--- src/rtl/tri_span_sched.sv ---
// Per-scanline span scheduler: scans triangle slots in priority order and streams hits.
// Optional clipping against X_MAX is enabled by defining SPAN_CLIP_EN.
`timescale 1ns/1ps
module tri_span_sched #(
  parameter int unsigned N_TRI = 64,
  parameter int unsigned XW    = 8,
  parameter int unsigned IDXW  = 6,
  parameter int unsigned X_MAX = 159
) (
  input  logic                wb_clk_i,
  input  logic                wb_rst_i,
  input  logic                line_start_i,
  input  logic [XW-1:0]       line_y_i,
  input  logic [N_TRI-1:0]    tri_en_i,
  input  logic [N_TRI*XW-1:0] tri_y_i,
  input  logic [N_TRI*XW-1:0] tri_xs_i,
  input  logic [N_TRI*XW-1:0] tri_xe_i,
  output logic                span_valid_o,
  input  logic                span_ready_i,
  output logic [IDXW-1:0]     span_idx_o,
  output logic [XW-1:0]       span_xs_o,
  output logic [XW-1:0]       span_xe_o,
  output logic                busy_o,
  output logic                line_done_o,
  output logic [IDXW:0]       span_cnt_o,
  output logic                overrun_o
);

`ifdef SPAN_CLIP_EN
  localparam bit CLIP_EN = 1'b1;
`else
  localparam bit CLIP_EN = 1'b0;
`endif

  localparam logic [XW-1:0]   X_LIM = XW'(X_MAX);
  localparam logic [IDXW-1:0] LAST  = IDXW'(N_TRI - 1);

  typedef enum logic [1:0] {IDLE, SCAN, DRAIN} state_e;

  state_e            state_q, state_d;
  logic [IDXW-1:0]   idx_q, idx_d;
  logic [XW-1:0]     y_q, y_d;
  logic [IDXW:0]     cnt_q, cnt_d;
  logic              span_valid_q, span_valid_d;
  logic [IDXW-1:0]   span_idx_q, span_idx_d;
  logic [XW-1:0]     span_xs_q, span_xs_d;
  logic [XW-1:0]     span_xe_q, span_xe_d;
  logic              line_done_q, line_done_d;
  logic [IDXW:0]     span_cnt_q, span_cnt_d;
  logic              overrun_q, overrun_d;

  logic [XW-1:0]     cur_y, cur_xs, cur_xe, out_xe;
  logic              hit, free;

  always_comb begin
    cur_y  = tri_y_i[idx_q*XW +: XW];
    cur_xs = tri_xs_i[idx_q*XW +: XW];
    cur_xe = tri_xe_i[idx_q*XW +: XW];
    hit    = tri_en_i[idx_q] && (cur_y == y_q) && (cur_xs <= cur_xe) &&
             (!CLIP_EN || (cur_xs <= X_LIM));
    out_xe = (CLIP_EN && (cur_xe > X_LIM)) ? X_LIM : cur_xe;
    // Output slot is reusable in the same cycle its current span is accepted.
    free   = !span_valid_q || span_ready_i;
  end

  always_comb begin
    state_d      = state_q;
    idx_d        = idx_q;
    y_d          = y_q;
    cnt_d        = cnt_q;
    span_valid_d = span_valid_q && !span_ready_i;
    span_idx_d   = span_idx_q;
    span_xs_d    = span_xs_q;
    span_xe_d    = span_xe_q;
    line_done_d  = 1'b0;
    span_cnt_d   = span_cnt_q;
    overrun_d    = overrun_q;

    // The done-pulse cycle still counts as busy for a new line start.
    if (line_start_i && ((state_q != IDLE) || line_done_q))
      overrun_d = 1'b1;

    unique case (state_q)
      IDLE: begin
        if (line_start_i && !line_done_q) begin
          y_d     = line_y_i;
          cnt_d   = '0;
          idx_d   = '0;
          state_d = SCAN;
        end
      end
      SCAN: begin
        if (free) begin
          if (hit) begin
            span_valid_d = 1'b1;
            span_idx_d   = idx_q;
            span_xs_d    = cur_xs;
            span_xe_d    = out_xe;
            cnt_d        = cnt_q + 1'b1;
          end
          if (idx_q == LAST) begin
            idx_d   = '0;
            state_d = DRAIN;
          end else begin
            idx_d = idx_q + 1'b1;
          end
        end
      end
      DRAIN: begin
        if (free) begin
          line_done_d = 1'b1;
          span_cnt_d  = cnt_q;
          state_d     = IDLE;
        end
      end
      default: state_d = IDLE;
    endcase
  end

  always_ff @(posedge wb_clk_i) begin
    if (wb_rst_i) begin
      state_q      <= IDLE;
      idx_q        <= '0;
      y_q          <= '0;
      cnt_q        <= '0;
      span_valid_q <= 1'b0;
      span_idx_q   <= '0;
      span_xs_q    <= '0;
      span_xe_q    <= '0;
      line_done_q  <= 1'b0;
      span_cnt_q   <= '0;
      overrun_q    <= 1'b0;
    end else begin
      state_q      <= state_d;
      idx_q        <= idx_d;
      y_q          <= y_d;
      cnt_q        <= cnt_d;
      span_valid_q <= span_valid_d;
      span_idx_q   <= span_idx_d;
      span_xs_q    <= span_xs_d;
      span_xe_q    <= span_xe_d;
      line_done_q  <= line_done_d;
      span_cnt_q   <= span_cnt_d;
      overrun_q    <= overrun_d;
    end
  end

  assign span_valid_o = span_valid_q;
  assign span_idx_o   = span_idx_q;
  assign span_xs_o    = span_xs_q;
  assign span_xe_o    = span_xe_q;
  assign busy_o       = (state_q != IDLE);
  assign line_done_o  = line_done_q;
  assign span_cnt_o   = span_cnt_q;
  assign overrun_o    = overrun_q;

endmodule

--- config.mk ---
export PLATFORM = sky130hd
export DESIGN_NAME = tri_span_sched
export DESIGN_NICKNAME = d
export VERILOG_FILES = /design/src/rtl/tri_span_sched.sv
export SDC_FILE = /design/constraint.sdc
export NUM_CORES = 1
export LEC_CHECK = 0
export ABC_CLOCK_PERIOD_IN_PS = 14100
export BUFFER_PORTS_ARGS = -buffer_cell sky130_fd_sc_hd__buf_2
export CAP_MARGIN = 20
export CELL_PAD_IN_SITES_DETAIL_PLACEMENT = 0
export CELL_PAD_IN_SITES_GLOBAL_PLACEMENT = 1
export CORE_AREA = 5 5 641 643
export CTS_BUF_LIST = sky130_fd_sc_hd__clkbuf_8
export CTS_CLUSTER_SIZE = 25
export DETAILED_ROUTE_END_ITERATION = 10
export DIE_AREA = 0 0 646 648
export GPL_TIMING_DRIVEN = 0
export MAX_ROUTING_LAYER = met4
export PLACE_DENSITY = 0.3
export SLEW_MARGIN = 20
export SYNTH_ARGS = -nofsm -noshare
export SYNTH_HDL_FRONTEND = slang
export SYNTH_SLANG_ARGS = --single-unit
--- constraint.sdc ---
create_clock -name wb_clk_i -period 14.1 [get_ports wb_clk_i]
set_input_delay 2.115 -clock wb_clk_i [delete_from_list [all_inputs] [get_ports wb_clk_i]]
set_output_delay 2.115 -clock wb_clk_i [all_outputs]
set_load 0.02 [all_outputs]
==> qor.yml, run 1 <==
outcome: "completed"
crit_path_max_fanout: 10
synth_edf_count: 0
drv_slew: 0
setup_ws_ns: 5.02
final_core_util_pct: 7.85
core_um2: 405000
syn_area_per_cell_um2: 13.0
grt-busiest-layer: "met2"
final.setup_skew_ns: 0.0173
grt_pass1_vias: 23152
dp_hpwl_mm: 269
use_met2_pct: 26.8
syn-num-nets: 2808
clk_latency_ns: 0.35
cts_made_buffers: 5
synth_cells: 1186
clockBufferDepth: 2
mostFrequentLayoutCell: "buf_2"
p_per_area_nw_per_um2: 56.3
initial_core_util_pct: 3.82
async_flop_share_pct: 0
root_buffer: "clkbuf_8"
io_pins: 1645
clkSinkCount: 55
post-cts-setup-buffers: 0
layout.nets: 4490
fp.dieW_um: 646
rsz0062_at_grt: "no"
ctsHtreeMaxLevel: 2
cp.arrival_ns: 9.36
dieArea_um2: 419000
rows: 234
routabilityCongestion: 0.938
vdd_drop_max_uv: 35.3
final_cells: 8457
route.detailed.drc: 0
ctsResizeCount: 0
antenna_left: 0
drt_wl_total_mm: 288
place_ws_ns: 4.43
endpoint_kind: "flip-flop"
grt_usage_pct: 13.4
postCtsHoldBufs: 0
hold_path_class: "reg2reg"
p_leak_nw: 11.4
period_minus_slack_ns: 9.08
first_pass_iters: 5
hold_viol: 0
cp.required_ns: 14.38
ys_warn_count: 0
use_met1_pct: 14.0
grt_overflow_total: 0
clk_pin_slew_worst_paths_ns: 0.13
period_share_pct: 64.4
viasPerCell: 2.61
critPathKind: "reg2reg"
die_y_um: 648
port-buffer-count: 1644
synth.distinct_cells: 62
antenna_found_initial: 216
dr_total_vias: 22098
synth_seq_cells: 55
syn_area_um2: 15500
cap_violations: 0
final_cell_mix: "buf_2, mux4_2, mux2i_1, nand2_1, dfxtp_1"
synth-main-ff-cell: "dfxtp_1"
grt_max_degree: 19
grtUsageMet3_pct: 1.68
fmax_mhz: 110
synth_seq_area_share_pct: 7.12
cts_tree: "yes"
setup_viol: 0
area_delta_synth_final_pct: 105
relSlewSlack_pct: 19.6
place_inst: 8288
cp-start-kind: "flip-flop"
grt_pass1_wl_mm: 338
final.setup.tns_ns: 0
initialDrtViolationCount: 1616
final.fill_count: 47765
drive_gt1_share_pct: 79.3
worstMarginPinSlew_ns: 1.21
wl_per_cell_um: 34.0
p_total_mw: 1.79
-- metal layers --
| layer | share of wire [%] | vias to the layer above |
|---|---|---|
| li1 | - | 8871 |
| met1 | 36 | 11605 |
| met2 | 57 | 1344 |
| met3 | 4.9 | 278 |
| met4 | 2.6 | 0 |
| met5 | 0 | - |
-- critical path, cell delays in order (launching register included) --
cell      delay, ns
dfxtp_1        0.39
buf_4          0.31
buf_4          0.37
buf_4          0.48
buf_2          0.62
buf_2          0.49
clkbuf_1       0.59
clkbuf_1       0.94
mux4_2         0.44
mux4_2         0.58
mux4_2         0.63
inv_1          0.10
ha_1           0.24
nor2b_1        0.14
o21a_1         0.16
o21ai_0        0.15
a21oi_1        0.09
o22ai_1        0.38
nand4_1        0.18
nor4_2         0.77
buf_2          0.40
nand3_1        0.19
a21oi_1        0.22
-- cell usage after synthesis (all sizes together) (16+ instances only) --
| library cell | number | area share [%] |
|---|---|---|
| mux4 | 436 | 63 |
| mux2i | 98 | 6.3 |
| buf | 87 | 3.5 |
| clkbuf | 62 | 1.5 |
| nand2 | 59 | 1.4 |
| dfxtp | 55 | 7.1 |
| a21oi | 52 | 1.7 |
| nand3 | 41 | 1.3 |
| nor2 | 33 | 0.80 |
| o21ai | 30 | 0.97 |
| a22oi | 22 | 1.1 |
| mux2 | 16 | 1.2 |
-- flip-flops by register name, summed over array words and instances (netlist names) --
name	cells
span_valid_o	1
y_q	8
cnt_q	7
idx_q	6
overrun_o	1
span_xe_o	8
span_xs_o	8
span_cnt_o	7
span_idx_o	6
state_q	2
line_done_o	1
-- through the flow --
| stage | instance area (um^2) | hold slack [ns] |
|---|---|---|
| 2_1_floorplan | 15500 | 0.449 |
| 3_3_place_gp | 30500 | 0.454 |
| 3_5_place_dp | 31300 | 0.454 |
| 4_1_cts | 31400 | 0.472 |
| 5_1_grt | 31700 | 0.489 |
| 6_report | 31800 | 0.467 |
-- logic make-up after synthesis --
kind of cell             share of synthesized area, %
AND/OR/NAND/NOR                                  6.55
multiplexers                                     71.0
adder cells (fa/ha/maj)                         0.809
buffers and inverters                            5.29
flip-flops                                       7.12
XOR/XNOR                                        0.623
AO/OA/AOI/OAI                                    8.59
-- final timing paths --
path / slack [ns] / end / startpoint / depth (start not counted)
min: 0.47 / span_cnt_o[6]$_SDFFE_PP0P_ / span_cnt_o[6]$_SDFFE_PP0P_ / 2
min reg2reg: 0.47 / span_cnt_o[6]$_SDFFE_PP0P_ / span_cnt_o[6]$_SDFFE_PP0P_ / 2
max reg2reg: 5.02 / span_idx_o[5]$_SDFFE_PP0P_ / idx_q[1]$_SDFFE_PP0P_ / 22
max: 5.02 / span_idx_o[5]$_SDFFE_PP0P_ / idx_q[1]$_SDFFE_PP0P_ / 22
-- area by class of cell --
| class | count | area, um^2 | area share [%] |
|---|---|---|---|
| inverter | 13 | 48.8 | 0.154 |
| sequential | 55 | 1100 | 3.47 |
| multi-input combinational | 969 | 13600 | 42.7 |
| buffer | 149 | 832 | 2.62 |
| timing repair buffer | 1675 | 8930 | 28.1 |
| clock buffer | 5 | 68.8 | 0.217 |
| antenna | 160 | 400 | 1.26 |
| clock inverter | 3 | 23.8 | 0.0748 |
| tap | 5428 | 6790 | 21.4 |
-- power by group --
group	total (mW)	internal [mW]	switching (mW)	leakage (nW)
sequential	0.166	0.159	0.00711	0.445
clock	0.104	0.0362	0.0675	0.0471
combinational	1.52	0.639	0.877	10.9
(Power assumes the default switching activity.)
==> run 2, diff against run 1 <==
--- a/config.mk
+++ b/config.mk
@@ -5,16 +5,16 @@
 export SDC_FILE = /design/constraint.sdc
 export NUM_CORES = 1
 export LEC_CHECK = 0
-export ABC_CLOCK_PERIOD_IN_PS = 14100
+export ABC_CLOCK_PERIOD_IN_PS = 8650
 export BUFFER_PORTS_ARGS = -buffer_cell sky130_fd_sc_hd__buf_2
 export CAP_MARGIN = 20
 export CELL_PAD_IN_SITES_DETAIL_PLACEMENT = 0
 export CELL_PAD_IN_SITES_GLOBAL_PLACEMENT = 1
-export CORE_AREA = 5 5 641 643
+export CORE_AREA = 5 5 647 649
 export CTS_BUF_LIST = sky130_fd_sc_hd__clkbuf_8
 export CTS_CLUSTER_SIZE = 25
 export DETAILED_ROUTE_END_ITERATION = 10
-export DIE_AREA = 0 0 646 648
+export DIE_AREA = 0 0 652 654
 export GPL_TIMING_DRIVEN = 0
 export MAX_ROUTING_LAYER = met4
 export PLACE_DENSITY = 0.3
==> constraint.sdc (replaced) <==
create_clock -name wb_clk_i -period 8.65 [get_ports wb_clk_i]
set_input_delay 1.2975 -clock wb_clk_i [delete_from_list [all_inputs] [get_ports wb_clk_i]]
set_output_delay 1.2975 -clock wb_clk_i [all_outputs]
set_load 0.02 [all_outputs]
==> run 2 against run 1 <==
- sequential power up 62%
- utilization is 0.092 points lower
- setup slack worse by 4.4 ns
- sequential share of layout area hardly changed
==> qor.yml, run 2 (same netlist as run 1, synthesis figures left out) <==
outcome: "completed"  # unchanged
cap_violations: 0  # unchanged
period_minus_slack_ns: 8.04  # was 9.08 ns
cp-endpoint: "span_idx_o[3]$_SDFFE_PP0P_"  # was span_idx_o[5]$_SDFFE_PP0P_
ctsHtreeMaxLevel: 2  # unchanged
die_y_um: 654  # was 648 um
initialDrtViolationCount: 1438  # was 1616
route.detailed.drc: 0  # unchanged
final_core_util_pct: 7.76  # was 7.85%
p_per_area_nw_per_um2: 93.2  # was 56.3 nW/um^2
final.fill_count: 48315  # was 47765
dr_total_vias: 22299  # was 22098
hold_viol: 0  # unchanged
routabilityCongestion: 0.927  # was 0.938
core_um2: 412000  # was 405000 um^2
drive_gt1_share_pct: 79.8  # was 79.3%
clockPowerShare_pct: 6.7  # was 5.8%
cp.arrival_ns: 8.26  # was 9.36 ns
area_delta_synth_final_pct: 107  # was 105%
reg2reg_depth: 22  # unchanged
fp.dieW_um: 652  # was 646 um
drt_wl_total_mm: 288  # about the same
vdd_drop_max_uv: 86.3  # was 35.3 uV
grt_usage_pct: 13.2  # was 13.4%
cp.required_ns: 8.87  # was 14.38 ns
critPathLaunch: "idx_q[0]$_SDFFE_PP0P_"  # was idx_q[1]$_SDFFE_PP0P_
swShare_pct: 53.2  # was 53.3%
postCtsHoldBufs: 0  # unchanged
clk_pin_slew_worst_paths_ns: 0.12  # was 0.13 ns
finish.instance_area_um2: 32000  # was 31800 um^2
cts_made_buffers: 5  # unchanged
wl_per_cell_um: 33.9  # was 34.0 um
mostFrequentLayoutCell: "buf_2"  # unchanged
cp-start-kind: "flip-flop"  # unchanged
drv_slew: 0  # unchanged
critPathKind: "reg2reg"  # unchanged
io_pins: 1645  # unchanged
grt_pass1_vias: 23599  # was 23152
viasPerCell: 2.63  # was 2.61
port-buffer-count: 1644  # unchanged
internal_power_mw: 1.39  # was 835 uW
p_leak_nw: 11.5  # was 11.4 nW
grt_max_degree: 20  # was 19
grt_overflow_total: 0  # unchanged
dp_hpwl_mm: 268  # was 269 mm
relSlewSlack_pct: 24.1  # was 19.6%
grt_pass1_wl_mm: 338  # about the same
r2r-end: "span_idx_o[3]$_SDFFE_PP0P_"  # was span_idx_o[5]$_SDFFE_PP0P_
initial_core_util_pct: 3.75  # was 3.82%
hold_path_class: "reg2reg"  # unchanged
post_dp_cell_area_um2: 31400  # was 31300 um^2
clockBufferDepth: 2  # unchanged
p_comb_share_pct: 84.2  # was 84.9%
root_buffer: "clkbuf_8"  # unchanged
first_pass_iters: 5  # unchanged
antenna_found_initial: 228  # was 216
reg2reg_from: "idx_q[0]$_SDFFE_PP0P_"  # was idx_q[1]$_SDFFE_PP0P_
worstMarginPinSlew_ns: 1.14  # was 1.21 ns
rows: 236  # was 234
fmax_mhz: 124  # was 110 MHz
endpoint_kind: "flip-flop"  # unchanged
switchingPower_mw: 1.59  # was 952 uW
clk_latency_ns: 0.36  # was 0.35 ns
cts_tree: "yes"  # unchanged
antenna_left: 0  # unchanged
seq_power_share_pct: 9.0  # was 9.3%
clkSinkCount: 55  # unchanged
dieArea_um2: 426000  # was 419000 um^2
setup_viol: 0  # unchanged
layout.nets: 4493  # was 4490
final.setup_skew_ns: 0.0127  # was 0.0173 ns
period_share_pct: 92.9  # was 64.4%
r2r_slack_ns: 0.61  # was 5.02 ns
crit_path_max_fanout: 11  # was 10
final_cell_mix: "buf_2, mux4_2, mux2i_1, nand2_1, dfxtp_1"  # unchanged
post-cts-setup-buffers: 0  # unchanged
==> run 2: changes by cell type in the layout (fill, tap and decap cells not counted), moves of 3 or more <==
cell,before,now
clkdlybuf4s15_2,0,3
clkbuf_4,0,5
clkbuf_1,25,20
diode_2,160,148
buf_2,1702,1691
buf_16,18,15
buf_12,7,13
clkbuf_2,37,40
buf_4,15,19
buf_1,3,0
==> run 2: repair_timing <==
action | CTS | global route
endpoints found under the setup margin | 30 | 10
resized for setup | 14 | 3
hold endpoints to repair | 0 | 0
==> run 2: worst min path at each step <==
stage,from,to,slack [ns],cells past startpoint
after global routing,span_cnt_o[0]$_SDFFE_PP0P_,span_cnt_o[0]$_SDFFE_PP0P_,0.49,2
after global placement,span_cnt_o[3]$_SDFFE_PP0P_,span_cnt_o[3]$_SDFFE_PP0P_,0.45,2
final,span_cnt_o[4]$_SDFFE_PP0P_,span_cnt_o[4]$_SDFFE_PP0P_,0.47,2
after floorplan,y_q[6]$_SDFFE_PP0P_,y_q[6]$_SDFFE_PP0P_,0.45,2
after CTS,span_cnt_o[5]$_SDFFE_PP0P_,span_cnt_o[5]$_SDFFE_PP0P_,0.47,2
after detailed placement,span_cnt_o[5]$_SDFFE_PP0P_,span_cnt_o[5]$_SDFFE_PP0P_,0.45,2
==> run 2: routing by layer <==
metal / global-route usage (%) / vias to the layer above / routed length, um
li1: - / 8863 / -
met1: 13.9 / 11660 / 104000
met2: 25.6 / 1484 / 161000
met3: 1.54 / 292 / 13200
met4: 3.66 / 0 / 10300
met5: - / - / 0
==> run 2: power groups by stage <==
stage / registers, mW / logic (mW) / clock network (mW)
after detailed placement: 0.276 / 2.69 / 0
after CTS: 0.270 / 2.69 / 0.211
after global routing: 0.271 / 2.69 / 0.216
after global placement: 0.276 / 2.66 / 0
after floorplan: 0.271 / 1.08 / 0
final: 0.269 / 2.51 / 0.200
==> run 2: area by class of cell <==
| class | instances | area (um^2) | area share (%) |
|---|---|---|---|
| Multi-Input combinational cell | 969 | 13600 | 42.5 |
| Timing Repair Buffer | 1681 | 9010 | 28.2 |
| Tap cell | 5474 | 6850 | 21.4 |
| Sequential cell | 55 | 1100 | 3.44 |
| Buffer | 146 | 875 | 2.74 |
| Antenna cell | 148 | 370 | 1.16 |
| Clock buffer | 5 | 68.8 | 0.215 |
| Inverter | 13 | 48.8 | 0.153 |
| Clock inverter | 3 | 42.5 | 0.133 |
==> run 2: worst max-delay path: stages (launching register included) <==
cell and delay, ns:
dfxtp_1 0.37, buf_6 0.25, buf_8 0.24, buf_6 0.29
buf_8 0.35, buf_8 0.31, buf_6 0.27, buf_2 0.34
buf_2 0.54, mux4_2 0.72, mux4_2 0.67, mux4_2 0.62
ha_1 0.36, a21o_1 0.17, a21o_1 0.17, a21o_1 0.17
o22ai_1 0.34, nand4_1 0.18, or4b_4 0.60, buf_6 0.17
clkbuf_1 0.25, o21ai_0 0.22, a21oi_1 0.09
==> run 2: metrics by stage <==
step | worst slack [ns] | setup TNS (ns) | cells | hold slack (ns) | total power [mW]
6_report | 0.614 | 0 | 8494 | 0.469 | 2.98
3_5_place_dp | -1.17 | -29.70 | 8341 | 0.450 | 2.96
3_3_place_gp | -2.89 | -81.82 | 8304 | 0.453 | 2.93
4_1_cts | 0.0862 | 0 | 8347 | 0.468 | 3.17
5_1_grt | -0.0106 | -0.0202 | 8478 | 0.495 | 3.18
2_1_floorplan | 3.01 | 0 | 1186 | 0.449 | 1.35
==> run 3, diff against run 2 <==
--- a/config.mk
+++ b/config.mk
@@ -5,7 +5,7 @@
 export SDC_FILE = /design/constraint.sdc
 export NUM_CORES = 1
 export LEC_CHECK = 0
-export ABC_CLOCK_PERIOD_IN_PS = 8650
+export ABC_CLOCK_PERIOD_IN_PS = 8200
 export BUFFER_PORTS_ARGS = -buffer_cell sky130_fd_sc_hd__buf_2
 export CAP_MARGIN = 20
 export CELL_PAD_IN_SITES_DETAIL_PLACEMENT = 0
==> constraint.sdc (replaced) <==
create_clock -name wb_clk_i -period 8.2 [get_ports wb_clk_i]
set_input_delay 1.23 -clock wb_clk_i [delete_from_list [all_inputs] [get_ports wb_clk_i]]
set_output_delay 1.23 -clock wb_clk_i [all_outputs]
set_load 0.02 [all_outputs]
==> run 3 against run 2 <==
- synthesized cell count unchanged
- area after synthesis stayed put
- global-route usage barely moved
- the run now fails in detailed routing
==> qor.yml, run 3 <==
io_pins: 1645  # unchanged
routabilityCongestion: 0.927  # unchanged
endpoint_type: "register data pin"
haltStage: "detailed routing"
place_inst: 8341  # unchanged
postCtsHoldBufs: 0  # unchanged
synth_seq_area_share_pct: 7.12  # unchanged
synth_top_cell_by_area: "mux4_2"  # unchanged
syn_area_per_cell_um2: 13.0  # unchanged
syn_area_um2: 15500  # unchanged
grt_overflow_total: 0  # unchanged
rows: 236  # unchanged
dp_hpwl_mm: 268  # unchanged
synth_edf_count: 0  # unchanged
die_y_um: 654  # unchanged
antenna_found_initial: 225  # was 228
grt_pass1_vias: 23593  # was 23599
initial_core_util_pct: 3.75  # unchanged
synth_top_area_share_pct: 63.5  # unchanged
grt_pass1_wl_mm: 338  # about the same
ctsHtreeMaxLevel: 2  # unchanged
syn-num-nets: 2808  # unchanged
yosysMostFrequentCell: "mux4_2"  # unchanged
root_buffer: "clkbuf_8"  # unchanged
clkSinkCount: 55  # unchanged
port-buffer-count: 1644  # unchanged
cts_made_buffers: 5  # unchanged
synth-main-ff-cell: "dfxtp_1"  # unchanged
async_flop_share_pct: 0  # unchanged
ys_warn_count: 0  # unchanged
ys_top_cells_by_area: "mux4_2, dfxtp_1, mux2i_1"  # unchanged
synth_seq_cells: 55  # unchanged
clockBufferDepth: 2  # unchanged
post_dp_cell_area_um2: 31400  # unchanged
fp.dieW_um: 652  # unchanged
grt_max_degree: 29  # was 20
firstError: "[ERROR DRT-0255] Maze Route cannot find path of net tri_y_i[178] in worker of routeBox ( 627900 386400 ) ( 652000 434700 )."
outcome: "did not finish"  # was completed
synth_cells: 1186  # unchanged
grt_usage_pct: 13.2  # about the same
yosys-top-cells-count: "mux4_2, mux2i_1, clkbuf_1, nand2_1, dfxtp_1"  # unchanged
crit_endpoint: "span_idx_o[1]$_SDFFE_PP0P_/D"
synth.distinct_cells: 62  # unchanged
==> run 3: cell counts after synthesis <==
Identical to the previous run, type by type.
==> run 3: what timing repair did <==
action	CTS	global route
buffers inserted	2	0
endpoints found under the hold margin	0	0
resized for setup	40	6
setup endpoints to repair	30	22
==> run 3: metal layers <==
layer	track usage, %
met5	-
met4	3.59
met3	1.53
met2	25.6
met1	13.9
==> run 3: logic make-up after synthesis <==
logic type,count (synthesis),synth area share [%]
multiplexers,550,71.0
XOR/XNOR,11,0.623
AO/OA/AOI/OAI,196,8.59
AND/OR/NAND/NOR,202,6.55
buffers and inverters,162,5.29
adder cells (fa/ha/maj),10,0.809
flip-flops,55,7.12
==> run 3: metrics by stage <==
step	utilization, %	setup WS, ns
detailed placement	7.63	-1.62
global route	7.78	-0.0361
floorplan	-	2.56
CTS	7.70	0.00187
global placement	7.42	-3.34
==> run 4, diff against run 3 <==
==> config.mk (replaced) <==
export PLATFORM = sky130hd
export DESIGN_NAME = tri_span_sched
export DESIGN_NICKNAME = d
export VERILOG_FILES = /design/src/rtl/tri_span_sched.sv
export SDC_FILE = /design/constraint.sdc
export NUM_CORES = 1
export LEC_CHECK = 0
export ABC_CLOCK_PERIOD_IN_PS = 8200
export BUFFER_PORTS_ARGS = -buffer_cell sky130_fd_sc_hd__buf_2
export CAP_MARGIN = 20
export CORE_AREA = 5 5 647 649
export DETAILED_ROUTE_END_ITERATION = 10
export DIE_AREA = 0 0 652 654
export GPL_TIMING_DRIVEN = 0
export PLACE_DENSITY_LB_ADDON = 0.15
export SLEW_MARGIN = 20
export SYNTH_ARGS = -nofsm -noshare
export SYNTH_HDL_FRONTEND = slang
export SYNTH_SLANG_ARGS = --single-unit
==> run 4 against run 3 <==
- the run now ends clean
- global-route usage down 1.1 points
==> qor.yml, run 4 (same netlist as run 1, synthesis figures left out) <==
critical-path-top-delay-family: "buffers and inverters"
r2r-end: "span_xe_o[7]$_SDFFE_PP0P_"
antenna_found_initial: 173  # was 225
relSlewSlack_pct: 23.7
endpoint_kind: "flip-flop"
viasPerCell: 2.60
wl_per_cell_um: 32.3
cp-start-kind: "flip-flop"
slowest_delay_ns: 0.67
critical_path.cell_chain: "buf_6 -> buf_8 -> buf_12 -> buf_12 -> buf_6 -> buf_2 -> buf_2 -> mux4_2 -> mux4_2 -> mux4_2 -> inv_1 -> ha_1 -> nor2b_1 -> o21a_1 -> o21ai_0 -> a21oi_1 -> o22ai_2 -> nand4_1 -> or4b_4 -> buf_6 -> clkbuf_1 -> o21ai_0 -> a21oi_1"
outcome: "completed"  # was did not finish
dp_hpwl_mm: 252  # was 268 mm
p_total_mw: 3.14
die_y_um: 654  # unchanged
routabilityCongestion: 0.914  # was 0.927
grt_pass1_vias: 23582  # was 23593
place_ws_ns: -1.87  # was -1.62 ns
cp.arrival_ns: 7.81
grt_overflow_total: 0  # unchanged
final_cell_mix: "buf_2, mux4_2, mux2i_1, nand2_1, dfxtp_1"
initialDrtViolationCount: 1406
drive_gt1_share_pct: 79.6
port-buffer-count: 1644  # unchanged
first_pass_iters: 5
final.setup.tns_ns: 0
grt_usage_pct: 12.1  # was 13.2%
period_share_pct: 93.0
cap_violations: 0
setup_ws_ns: 0.576
fp.dieW_um: 652  # unchanged
critPathLaunch: "idx_q[0]$_SDFFE_PP0P_"
final.setup_skew_ns: 0.0233
clockBufferDepth: 2  # unchanged
p_per_area_nw_per_um2: 99.8
clk_latency_ns: 0.34
crit_path_max_fanout: 19
ctsHtreeMaxLevel: 2  # unchanged
critPathKind: "reg2reg"
p_leak_nw: 11.4
dieArea_um2: 426000
cpMaxStageDelayCell: "mux4_2"
worstMarginPinSlew_ns: 1.14
dr_total_vias: 21825
io_pins: 1645  # unchanged
area_delta_synth_final_pct: 104
rows: 236  # unchanged
vdd_drop_max_uv: 82.3
path_buf_inv: 10
reg2reg_depth: 23
initial_core_util_pct: 3.75  # unchanged
root_buffer: "clkbuf_16"  # was clkbuf_8
cp.required_ns: 8.39
cp-endpoint: "span_xe_o[7]$_SDFFE_PP0P_"
final.fill_count: 48362
r2r_slack_ns: 0.58
hold_viol: 0
reg2reg_from: "idx_q[0]$_SDFFE_PP0P_"
core_um2: 412000
cts_made_buffers: 5  # unchanged
hold_ws_ns: 0.458
rsz0062_at_grt: "no"
final_core_util_pct: 7.65
mostFrequentLayoutCell: "buf_2"
drv_slew: 0
setup_viol: 0
cts_tree: "yes"
clkSinkCount: 55  # unchanged
route.detailed.drc: 0
layout.nets: 4481
grt_max_degree: 29  # unchanged
drt_wl_total_mm: 271
hold_path_class: "reg2reg"
period_minus_slack_ns: 7.62
grt_pass1_wl_mm: 323  # was 338 mm
fmax_mhz: 131
clk_pin_slew_worst_paths_ns: 0.09
worst-path-stages: 23
antenna_left: 0
==> run 4: layout make-up <==
cell class	instances	area, um^2	share of cell area [%]
multi-input cells	969	13600	43.2
repair buffers	1674	8750	27.8
well taps	5474	6850	21.7
flip-flops and latches	55	1100	3.49
plain buffers	141	868	2.75
diodes	54	135	0.429
clock buffers	5	125	0.397
inverters	13	48.8	0.155
clock inverters	3	27.5	0.0873
==> run 4: how the worst min path moves through the flow <==
stage,startpoint,end,slack [ns],cells after the start
after floorplan,y_q[6]$_SDFFE_PP0P_,y_q[6]$_SDFFE_PP0P_,0.45,2
after global routing,span_cnt_o[1]$_SDFFE_PP0P_,span_cnt_o[1]$_SDFFE_PP0P_,0.49,2
after CTS,span_cnt_o[0]$_SDFFE_PP0P_,span_cnt_o[0]$_SDFFE_PP0P_,0.46,2
after global placement,span_cnt_o[3]$_SDFFE_PP0P_,span_cnt_o[3]$_SDFFE_PP0P_,0.45,2
final,span_cnt_o[0]$_SDFFE_PP0P_,span_cnt_o[0]$_SDFFE_PP0P_,0.46,2
after detailed placement,span_cnt_o[0]$_SDFFE_PP0P_,span_cnt_o[0]$_SDFFE_PP0P_,0.45,2
==> run 4: what timing repair did <==
item | CTS | global route
hold buffers | 0 | 0
resized for setup | 28 | 1
buffers inserted | 2 | 0
pin swaps | 1 | 0
endpoints found under the setup margin | 30 | 9
==> run 4: where the power goes <==
part	leakage [nW]	internal, mW	switching (mW)
clock network	0.0723	0.117	0.136
logic	10.9	1.11	1.50
registers	0.445	0.274	0.0139
==> run 4: through the flow <==
stage | instance area, um^2 | cells
2_1_floorplan | 15500 | 1186
3_3_place_gp | 30500 | 8304
3_5_place_dp | 31200 | 8332
4_1_cts | 31400 | 8335
5_1_grt | 31500 | 8371
6_report | 31500 | 8388
==> run 4: tightest hold or removal path: cells and delay by family, from the launching register on <==
| family | cells | cell delay, ns |
|---|---|---|
| compound gates | 1 | 0.05 |
| flops | 1 | 0.32 |
| simple gates | 1 | 0.05 |
==> run 4: metal layers <==
layer / vias up / wire (um) / track usage (%)
li1: 8710 / - / -
met1: 11377 / 99300 / 13.2
met2: 1399 / 151000 / 24.2
met3: 301 / 12900 / 1.76
met4: 38 / 7540 / 2.57
met5: - / 249 / 0
